--- config.mk ---
export PLATFORM = sky130hd
export DESIGN_NAME = instr_encoder_flat
export DESIGN_NICKNAME = d
export VERILOG_FILES = /design/src/rtl/instr_encoder_if.sv /design/src/rtl/instr_encoder.sv /design/src/flat_wrapper.sv
export SDC_FILE = /design/constraint.sdc
export NUM_CORES = 1
export LEC_CHECK = 0
export CORE_ASPECT_RATIO = 1.2
export CORE_UTILIZATION = 47
export CTS_BUF_LIST = sky130_fd_sc_hd__clkbuf_16
export CTS_CLUSTER_DIAMETER = 60
export DETAILED_ROUTE_END_ITERATION = 12
export GPL_ROUTABILITY_DRIVEN = 0
export GPL_TIMING_DRIVEN = 0
export MAX_ROUTING_LAYER = met4
export PLACE_DENSITY = 0.81
export SLEW_MARGIN = 20
export SYNTH_ARGS = -nofsm -noshare
export SYNTH_HDL_FRONTEND = slang
export SYNTH_SLANG_ARGS = --single-unit
--- constraint.sdc ---
create_clock -name clk -period 2.31 [get_ports clk]
set_input_delay 0.462 -clock clk [delete_from_list [all_inputs] [get_ports clk]]
set_output_delay 0.462 -clock clk [all_outputs]
set_load 0.05 [all_outputs]
--- src/rtl/instr_encoder_if.sv ---
// -----------------------------------------------------------------------------
// instr_encoder_if
//
// This interface bundles the request, response and status signals of
// instr_encoder. clk and reset stay plain ports on the module.
//
// Handshake contract (applies to both the request and the response side):
//   A transfer happens on a rising clock edge where valid && ready are both 1.
//   The producer holds valid and its payload stable until that edge. ready may
//   be high while valid is low. No transfer ever depends on a combinational
//   path from the same side's valid back into its own ready.
//
// Signals:
//   in_valid / in_ready       request handshake
//   in_op, in_rd, in_rn,      request payload: operation, register fields and
//   in_rm, in_imm             the signed immediate
//   out_valid / out_ready     response handshake
//   out_instr, out_err        head-of-buffer word and its error sideband
//   clr_err                   synchronous clear of err_sticky
//   err_sticky                set by any error word entering the buffer
//   words_out                 count of popped words, wraps at 2^CNT_W
//
// Modports:
//   slave  - the encoder's view
//   master - the environment's view (request source and response sink)
// -----------------------------------------------------------------------------
interface instr_encoder_if #(
  parameter int CNT_W = 16
) ();
  logic             in_valid;
  logic             in_ready;
  logic [2:0]       in_op;
  logic [4:0]       in_rd;
  logic [4:0]       in_rn;
  logic [4:0]       in_rm;
  logic [63:0]      in_imm;
  logic             out_valid;
  logic             out_ready;
  logic [31:0]      out_instr;
  logic             out_err;
  logic             clr_err;
  logic             err_sticky;
  logic [CNT_W-1:0] words_out;

  modport slave (
    input  in_valid, in_op, in_rd, in_rn, in_rm, in_imm,
    input  out_ready, clr_err,
    output in_ready, out_valid, out_instr, out_err, err_sticky, words_out
  );

  modport master (
    output in_valid, in_op, in_rd, in_rn, in_rm, in_imm,
    output out_ready, clr_err,
    input  in_ready, out_valid, out_instr, out_err, err_sticky, words_out
  );
endinterface

--- src/rtl/instr_encoder.sv ---
// -----------------------------------------------------------------------------
// instr_encoder
//
// Purpose: turns an operation request (LDUR, STUR, CBZ, ADD, SUB, AND, ORR)
// into a 32-bit ARMv8-style instruction word and queues it in a 2-entry
// buffer. Immediates that do not fit their field and the illegal op code 7
// produce an error entry (out_instr = 0, out_err = 1) instead of a word.
//
// Ports:
//   clk          in   single clock, rising edge
//   reset        in   asynchronous, active-low reset
//   bus          if   instr_encoder_if.slave (handshakes, payload, status)
//   dbg_state_o  out  current buffer state (0 EMPTY, 1 ONE, 2 FULL)
//
// Buffer organisation: slot0 is always the head and drives the outputs
// directly; slot1 only holds the second word while FULL. Each slot stores
// {err, instr}. An emptied slot is cleared to zero so the outputs read 0
// whenever nothing is buffered.
// -----------------------------------------------------------------------------
module instr_encoder #(
  parameter int CNT_W = 16
) (
  input  logic                   clk,
  input  logic                   reset,
  instr_encoder_if.slave         bus,
  output logic [1:0]             dbg_state_o
);

  typedef enum logic [1:0] {
    EMPTY = 2'd0,
    ONE   = 2'd1,
    FULL  = 2'd2
  } state_t;

  localparam logic [2:0] OP_LDUR = 3'd0;
  localparam logic [2:0] OP_STUR = 3'd1;
  localparam logic [2:0] OP_CBZ  = 3'd2;
  localparam logic [2:0] OP_ADD  = 3'd3;
  localparam logic [2:0] OP_SUB  = 3'd4;
  localparam logic [2:0] OP_AND  = 3'd5;
  localparam logic [2:0] OP_ORR  = 3'd6;

  localparam logic [10:0] OPC_LDUR = 11'b11111000010;
  localparam logic [10:0] OPC_STUR = 11'b11111000000;
  localparam logic [7:0]  OPC_CBZ  = 8'b10110100;
  localparam logic [10:0] OPC_ADD  = 11'b10001011000;
  localparam logic [10:0] OPC_SUB  = 11'b11001011000;
  localparam logic [10:0] OPC_AND  = 11'b10001010000;
  localparam logic [10:0] OPC_ORR  = 11'b10101010000;

  state_t           state_q, state_d;
  logic [32:0]      slot0_q, slot0_d;
  logic [32:0]      slot1_q, slot1_d;
  logic             err_q, err_d;
  logic [CNT_W-1:0] words_q, words_d;

  logic        d_fits;
  logic        cb_fits;
  logic [31:0] enc_instr;
  logic        enc_err;
  logic [32:0] enc_entry;
  logic        push;
  logic        pop;

  // ---------------------------------------------------------------------------
  // Encoder. A value fits an N-bit signed field exactly when every bit above
  // the field's sign bit is a copy of that sign bit; sign-extending the field
  // then reproduces the original 64-bit immediate.
  // ---------------------------------------------------------------------------
  assign d_fits  = (bus.in_imm[63:8]  == {56{bus.in_imm[8]}});
  assign cb_fits = (bus.in_imm[63:18] == {46{bus.in_imm[18]}});

  always_comb begin
    enc_instr = 32'h0;
    enc_err   = 1'b0;
    case (bus.in_op)
      OP_LDUR: begin
        if (d_fits) enc_instr = {OPC_LDUR, bus.in_imm[8:0], 2'b00, bus.in_rn, bus.in_rd};
        else        enc_err   = 1'b1;
      end
      OP_STUR: begin
        if (d_fits) enc_instr = {OPC_STUR, bus.in_imm[8:0], 2'b00, bus.in_rn, bus.in_rd};
        else        enc_err   = 1'b1;
      end
      OP_CBZ: begin
        if (cb_fits) enc_instr = {OPC_CBZ, bus.in_imm[18:0], bus.in_rd};
        else         enc_err   = 1'b1;
      end
      OP_ADD: enc_instr = {OPC_ADD, bus.in_rm, 6'b000000, bus.in_rn, bus.in_rd};
      OP_SUB: enc_instr = {OPC_SUB, bus.in_rm, 6'b000000, bus.in_rn, bus.in_rd};
      OP_AND: enc_instr = {OPC_AND, bus.in_rm, 6'b000000, bus.in_rn, bus.in_rd};
      OP_ORR: enc_instr = {OPC_ORR, bus.in_rm, 6'b000000, bus.in_rn, bus.in_rd};
      default: enc_err = 1'b1;  // op 7 is illegal
    endcase
  end

  // An error entry always carries an all-zero instruction word.
  assign enc_entry = {enc_err, enc_instr};

  // ---------------------------------------------------------------------------
  // Handshakes
  // ---------------------------------------------------------------------------
  assign bus.in_ready  = (state_q != FULL);
  assign bus.out_valid = (state_q != EMPTY);
  assign push          = bus.in_valid && bus.in_ready;
  assign pop           = bus.out_valid && bus.out_ready;

  assign bus.out_instr  = slot0_q[31:0];
  assign bus.out_err    = slot0_q[32];
  assign bus.err_sticky = err_q;
  assign bus.words_out  = words_q;
  assign dbg_state_o    = state_q;

  // ---------------------------------------------------------------------------
  // Buffer FSM: next state and slot contents.
  // ---------------------------------------------------------------------------
  always_comb begin
    state_d = state_q;
    slot0_d = slot0_q;
    slot1_d = slot1_q;
    case (state_q)
      EMPTY: begin
        if (push) begin
          state_d = ONE;
          slot0_d = enc_entry;
        end
      end
      ONE: begin
        if (push && !pop) begin
          state_d = FULL;
          slot1_d = enc_entry;
        end else if (!push && pop) begin
          state_d = EMPTY;
          slot0_d = 33'h0;
        end else if (push && pop) begin
          // Old head leaves while the new word arrives; it becomes the head.
          slot0_d = enc_entry;
        end
      end
      FULL: begin
        // in_ready is low here, so only a pop can happen.
        if (pop) begin
          state_d = ONE;
          slot0_d = slot1_q;
          slot1_d = 33'h0;
        end
      end
      default: begin
        state_d = EMPTY;
        slot0_d = 33'h0;
        slot1_d = 33'h0;
      end
    endcase
  end

  // ---------------------------------------------------------------------------
  // Status: pop counter and sticky error flag. A simultaneous clear and error
  // push leaves the flag set so that the new error is not lost.
  // ---------------------------------------------------------------------------
  always_comb begin
    words_d = words_q;
    if (pop) words_d = words_q + CNT_W'(1);

    err_d = err_q;
    if (push && enc_err)  err_d = 1'b1;
    else if (bus.clr_err) err_d = 1'b0;
  end

  always_ff @(posedge clk or negedge reset) begin
    if (!reset) begin
      state_q <= EMPTY;
      slot0_q <= 33'h0;
      slot1_q <= 33'h0;
      err_q   <= 1'b0;
      words_q <= '0;
    end else begin
      state_q <= state_d;
      slot0_q <= slot0_d;
      slot1_q <= slot1_d;
      err_q   <= err_d;
      words_q <= words_d;
    end
  end

endmodule

--- src/flat_wrapper.sv ---
// flat-port wrapper written by rule: the top's interface ports become plain ports
module instr_encoder_flat 
#(
  parameter int CNT_W = 16
)
  (clk, reset, dbg_state_o, bus_in_valid, bus_in_op, bus_in_rd, bus_in_rn, bus_in_rm, bus_in_imm, bus_out_ready, bus_clr_err, bus_in_ready, bus_out_valid, bus_out_instr, bus_out_err, bus_err_sticky, bus_words_out);
  instr_encoder_if #(.CNT_W(CNT_W)) bus_i ();
  input  logic clk;
  input  logic reset;
  output logic [1:0] dbg_state_o;
  input wire logic [$bits(bus_i.in_valid)-1:0] bus_in_valid;
  input wire logic [$bits(bus_i.in_op)-1:0] bus_in_op;
  input wire logic [$bits(bus_i.in_rd)-1:0] bus_in_rd;
  input wire logic [$bits(bus_i.in_rn)-1:0] bus_in_rn;
  input wire logic [$bits(bus_i.in_rm)-1:0] bus_in_rm;
  input wire logic [$bits(bus_i.in_imm)-1:0] bus_in_imm;
  input wire logic [$bits(bus_i.out_ready)-1:0] bus_out_ready;
  input wire logic [$bits(bus_i.clr_err)-1:0] bus_clr_err;
  output wire logic [$bits(bus_i.in_ready)-1:0] bus_in_ready;
  output wire logic [$bits(bus_i.out_valid)-1:0] bus_out_valid;
  output wire logic [$bits(bus_i.out_instr)-1:0] bus_out_instr;
  output wire logic [$bits(bus_i.out_err)-1:0] bus_out_err;
  output wire logic [$bits(bus_i.err_sticky)-1:0] bus_err_sticky;
  output wire logic [$bits(bus_i.words_out)-1:0] bus_words_out;
  assign bus_i.in_valid = bus_in_valid;
  assign bus_i.in_op = bus_in_op;
  assign bus_i.in_rd = bus_in_rd;
  assign bus_i.in_rn = bus_in_rn;
  assign bus_i.in_rm = bus_in_rm;
  assign bus_i.in_imm = bus_in_imm;
  assign bus_i.out_ready = bus_out_ready;
  assign bus_i.clr_err = bus_clr_err;
  assign bus_in_ready = bus_i.in_ready;
  assign bus_out_valid = bus_i.out_valid;
  assign bus_out_instr = bus_i.out_instr;
  assign bus_out_err = bus_i.out_err;
  assign bus_err_sticky = bus_i.err_sticky;
  assign bus_words_out = bus_i.words_out;
  instr_encoder #(.CNT_W(CNT_W)) u_core (.clk(clk), .reset(reset), .bus(bus_i), .dbg_state_o(dbg_state_o));
endmodule
==> reports/metrics.cfg <==
[layout]
post_route_cells_drive_above_1_share=0.2114
finalNonFillerCells=735
synthesis_to_layout_area_growth_pct=56.63
leading_cell_types_in_the_layout_fill_and_taps_excluded=clkdlybuf4s50_1 (89), dfrtp_1 (84), nand2_1 (40), a22o_1 (27)
post_layout_nets=699
utilization_after_layout=0.7622
fin_area_um2=6922
antenna_cells_inserted=0
commonest_non_fill_non_tap_cell_in_the_layout=clkdlybuf4s50_1

[setup_path]
reg2reg_slack_ns=0.10
worst_r2r_path_depth=7
critPathKind=in2reg
setup.worst_path.end_class=flip-flop
slowest_stage=clkdlybuf4s50_1
critPathRequiredTime_ns=2.59
cp_cell_sequence=clkdlybuf4s50_1 -> nand3_1 -> nor3_1 -> o221ai_2 -> a211oi_4 -> buf_6 -> buf_8 -> a22o_1 -> a21o_1
largest_stage_delay_on_the_critical_path_ns=0.48
crit_fanout=5
setup.worst_path.start_class=primary input
worst-endpoint-arrival_ns=2.62

[global_routing]
grt_first_pass_wirelength_um=23670
pin_count_of_the_biggest_net_entering_global_routing=57
first_global_vias=4815
grtUsageTotal=0.3230
number_of_antenna_violations_at_the_first_check_in_global_routing=0
globalRoute.totalOverflow=0

[floorplanning]
die_height_um=108.2
ios=141
dieArea_um2=9796
core.rowCount=38
chipWidth_um=90.52
initial_utilization=0.4866
core_region_area_um2=9081

[pwr]
power.clock.fraction=0.272
power.switching_fraction=0.3783
power_density_nw_per_um2=743.7
logic_gate_share_of_total_power=0.362
worst_ir_drop_vdd_mv=0.4538
seqPwrFrac=0.366
internal_power_w=0.003200
static-leakage-power_nw=3.120
switching_pwr_w=0.001947

[clock_network]
clk_latency_ns=0.35
clock_sinks=85
h-tree-depth=3
cts-hold-fix-buffers=0
cts_tree=done
cts.clk_slew.worst_paths_ns=0.06
clock_tree.buffer_depth=2
root_buffer_cell=clkbuf_16
tritoncts.num_buffers=9

[timing]
fin_crit_sh=1.013
timing.max_slew.rel_slack=0.4731
period_needed_ns=2.339
setup-tns-final_ns=-0.07143
final-setup-viol-count=5
fin_ws_ns=-0.02936
fin_worst_skew_ns=0.004242
tightest_slew_ns=0.7869
fmaxAchievable_mhz=427.5
rsz0062_at_grt=true
slew_viol_final=0
timing.final.hold_violations=0

[synth]
syn-instance-count=436
ys_async_sr_fraction=1.000
synth_seq_area_share=0.4813
synthFlopType=dfrtp_1
yosysWarnings=0
synth.avg_cell_area_um2=10.14
synth_edf_count=0
mappedNetlistArea_um2=4419
synth-seq-cells=85
syn_nets=524
synth.distinct_cells=49

[place]
postPlaceCellArea_um2=6005
dp.final_hpwl_um=10090
dpl.cell_count=696
portBuffers=139

[drt]
met3_length_um=1267
detail_route.vias_per_cell=6.491
detailedRoute.firstIterationViolations=402
maxUsedRoutingLayer=met4
drc=0
finalWirelength_um=15950
initial_drt_pass_iterations=5
route.vias.total=4771
met2RoutedLength_um=7983
wl_per_cell_um=21.70
antenna_left=0
wl_met1_um=5899

[status]
failed_checks=negative setup slack
outcome=finished, violations left

[min_path]
worstHoldPathType=in2async

[flow_run]
cap_viol_max_count=0

-- worst paths after layout --
path / end / from
max: u_core.slot1_q[22]$_DFFE_PN0P_ / bus_in_imm[20]
min: u_core.slot0_q[5]$_DFFE_PN0P_ / reset
max reg2reg: u_core.slot0_q[4]$_DFFE_PN0P_ / u_core.dbg_state_o[0]$_DFFE_PN0P_
min reg2reg: u_core.slot1_q[30]$_DFFE_PN0P_ / u_core.slot1_q[30]$_DFFE_PN0P_
max in group asynchronous: u_core.dbg_state_o[0]$_DFFE_PN0P_ / reset
min in group clk: u_core.slot1_q[17]$_DFFE_PN0P_ / bus_in_imm[12]
-- per-stage QoR --
step	hold slack, ns	worst slack (ns)	total power, W
4_1_cts	0.06210	0.001979	0.005108
5_1_grt	0.07812	-0.08144	0.005342
3_3_place_gp	0.4588	-2.473	0.003633
3_5_place_dp	0.4268	-1.220	0.003686
2_1_floorplan	0.1664	-0.1668	0.002951
6_report	0.05707	-0.02936	0.005148
-- what timing repair did --
| item | in CTS | in global routing |
|---|---|---|
| resized for setup | 126 | 58 |
| setup buffers | 16 | 9 |
| pin swaps | 28 | 27 |
| cloned | 1 | 2 |
| endpoints found under the setup margin | 70 | 65 |
-- synth_stat cells, types with 2 or more instances --
library cell  instances  share of area
clkbuf_1             21          0.018
and2_1                2         0.0028
or3_1                 5         0.0071
o221a_2               5          0.013
a22o_1               27          0.054
dfrtp_1              85           0.48
nor2_1               14          0.012
nand3_1              12          0.014
nand2_1              40          0.034
a211oi_1              2         0.0034
a21o_1               12          0.020
o221ai_1              2         0.0040
or4_1                 3         0.0051
and3_1                9          0.013
nor3b_1               4         0.0068
o21a_1                5         0.0085
a41oi_1               2         0.0040
o22ai_1               4         0.0057
inv_1                10         0.0085
a21oi_1               6         0.0068
a222oi_1              5          0.011
o211ai_1              5         0.0085
a22oi_1              18          0.031
nor3_4                2         0.0074
nand3b_1              2         0.0034
nor4_1               12          0.017
nor3_1                9          0.010
buf_2                 2         0.0023
o21ai_0              31          0.035
xnor2_1              15          0.030
a221o_1              16          0.036
nor2b_1               8          0.011
xor2_1                4         0.0079
nand4_1              18          0.025
a32o_1                5          0.011
-- cell type report --
type                            count  area (um2)
Buffer                             21       133.9
Clock buffer                        9       225.2
Clock inverter                      6       55.05
Fill cell                         620        2160
Inverter                           10       37.54
Multi-Input combinational cell    317        2506
Sequential cell                    85        2128
Tap cell                          120       150.1
Timing Repair Buffer              167        1685
-- layer usage --
metal	up-vias	global-route usage
li1	2058	-
met1	2308	0.3552
met2	332	0.5509
met3	73	0.07032
met4	0	0.1705
met5	-	-
-- power by group through the flow --
stage / Sequential, W / Clock [W] / Combinational, W
finish: 0.00188 / 0.00140 / 0.00186
CTS: 0.00188 / 0.00141 / 0.00182
detailed placement: 0.00190 / 0 / 0.00179
floorplan: 0.00235 / 0 / 0.000599
global route: 0.00191 / 0.00147 / 0.00196
global placement: 0.00189 / 0 / 0.00174
-- critical path, delay by kind of cell --
kind	cells	cell delay [ns]
buffers and inverters	3	0.81
AND/OR/NAND/NOR	2	0.58
AO/OA/AOI/OAI	4	0.74
-- cell families after synthesis --
family | share of synthesized area
adder cells (fa/ha/maj) | 0.002831
XOR/XNOR | 0.03766
AND/OR/NAND/NOR | 0.1781
multiplexers | 0.002548
AO/OA/AOI/OAI | 0.2664
buffers and inverters | 0.03115
flip-flops | 0.4813
-- flip-flops by register name, indices dropped and copies added (netlist names) --
signal,count
u_core.slot1_q,33
u_core.bus.words_out,16
u_core.slot0_q,33
u_core.dbg_state_o,2
u_core.bus.err_sticky,1
No activity file was read; power rests on OpenSTA's default activity.
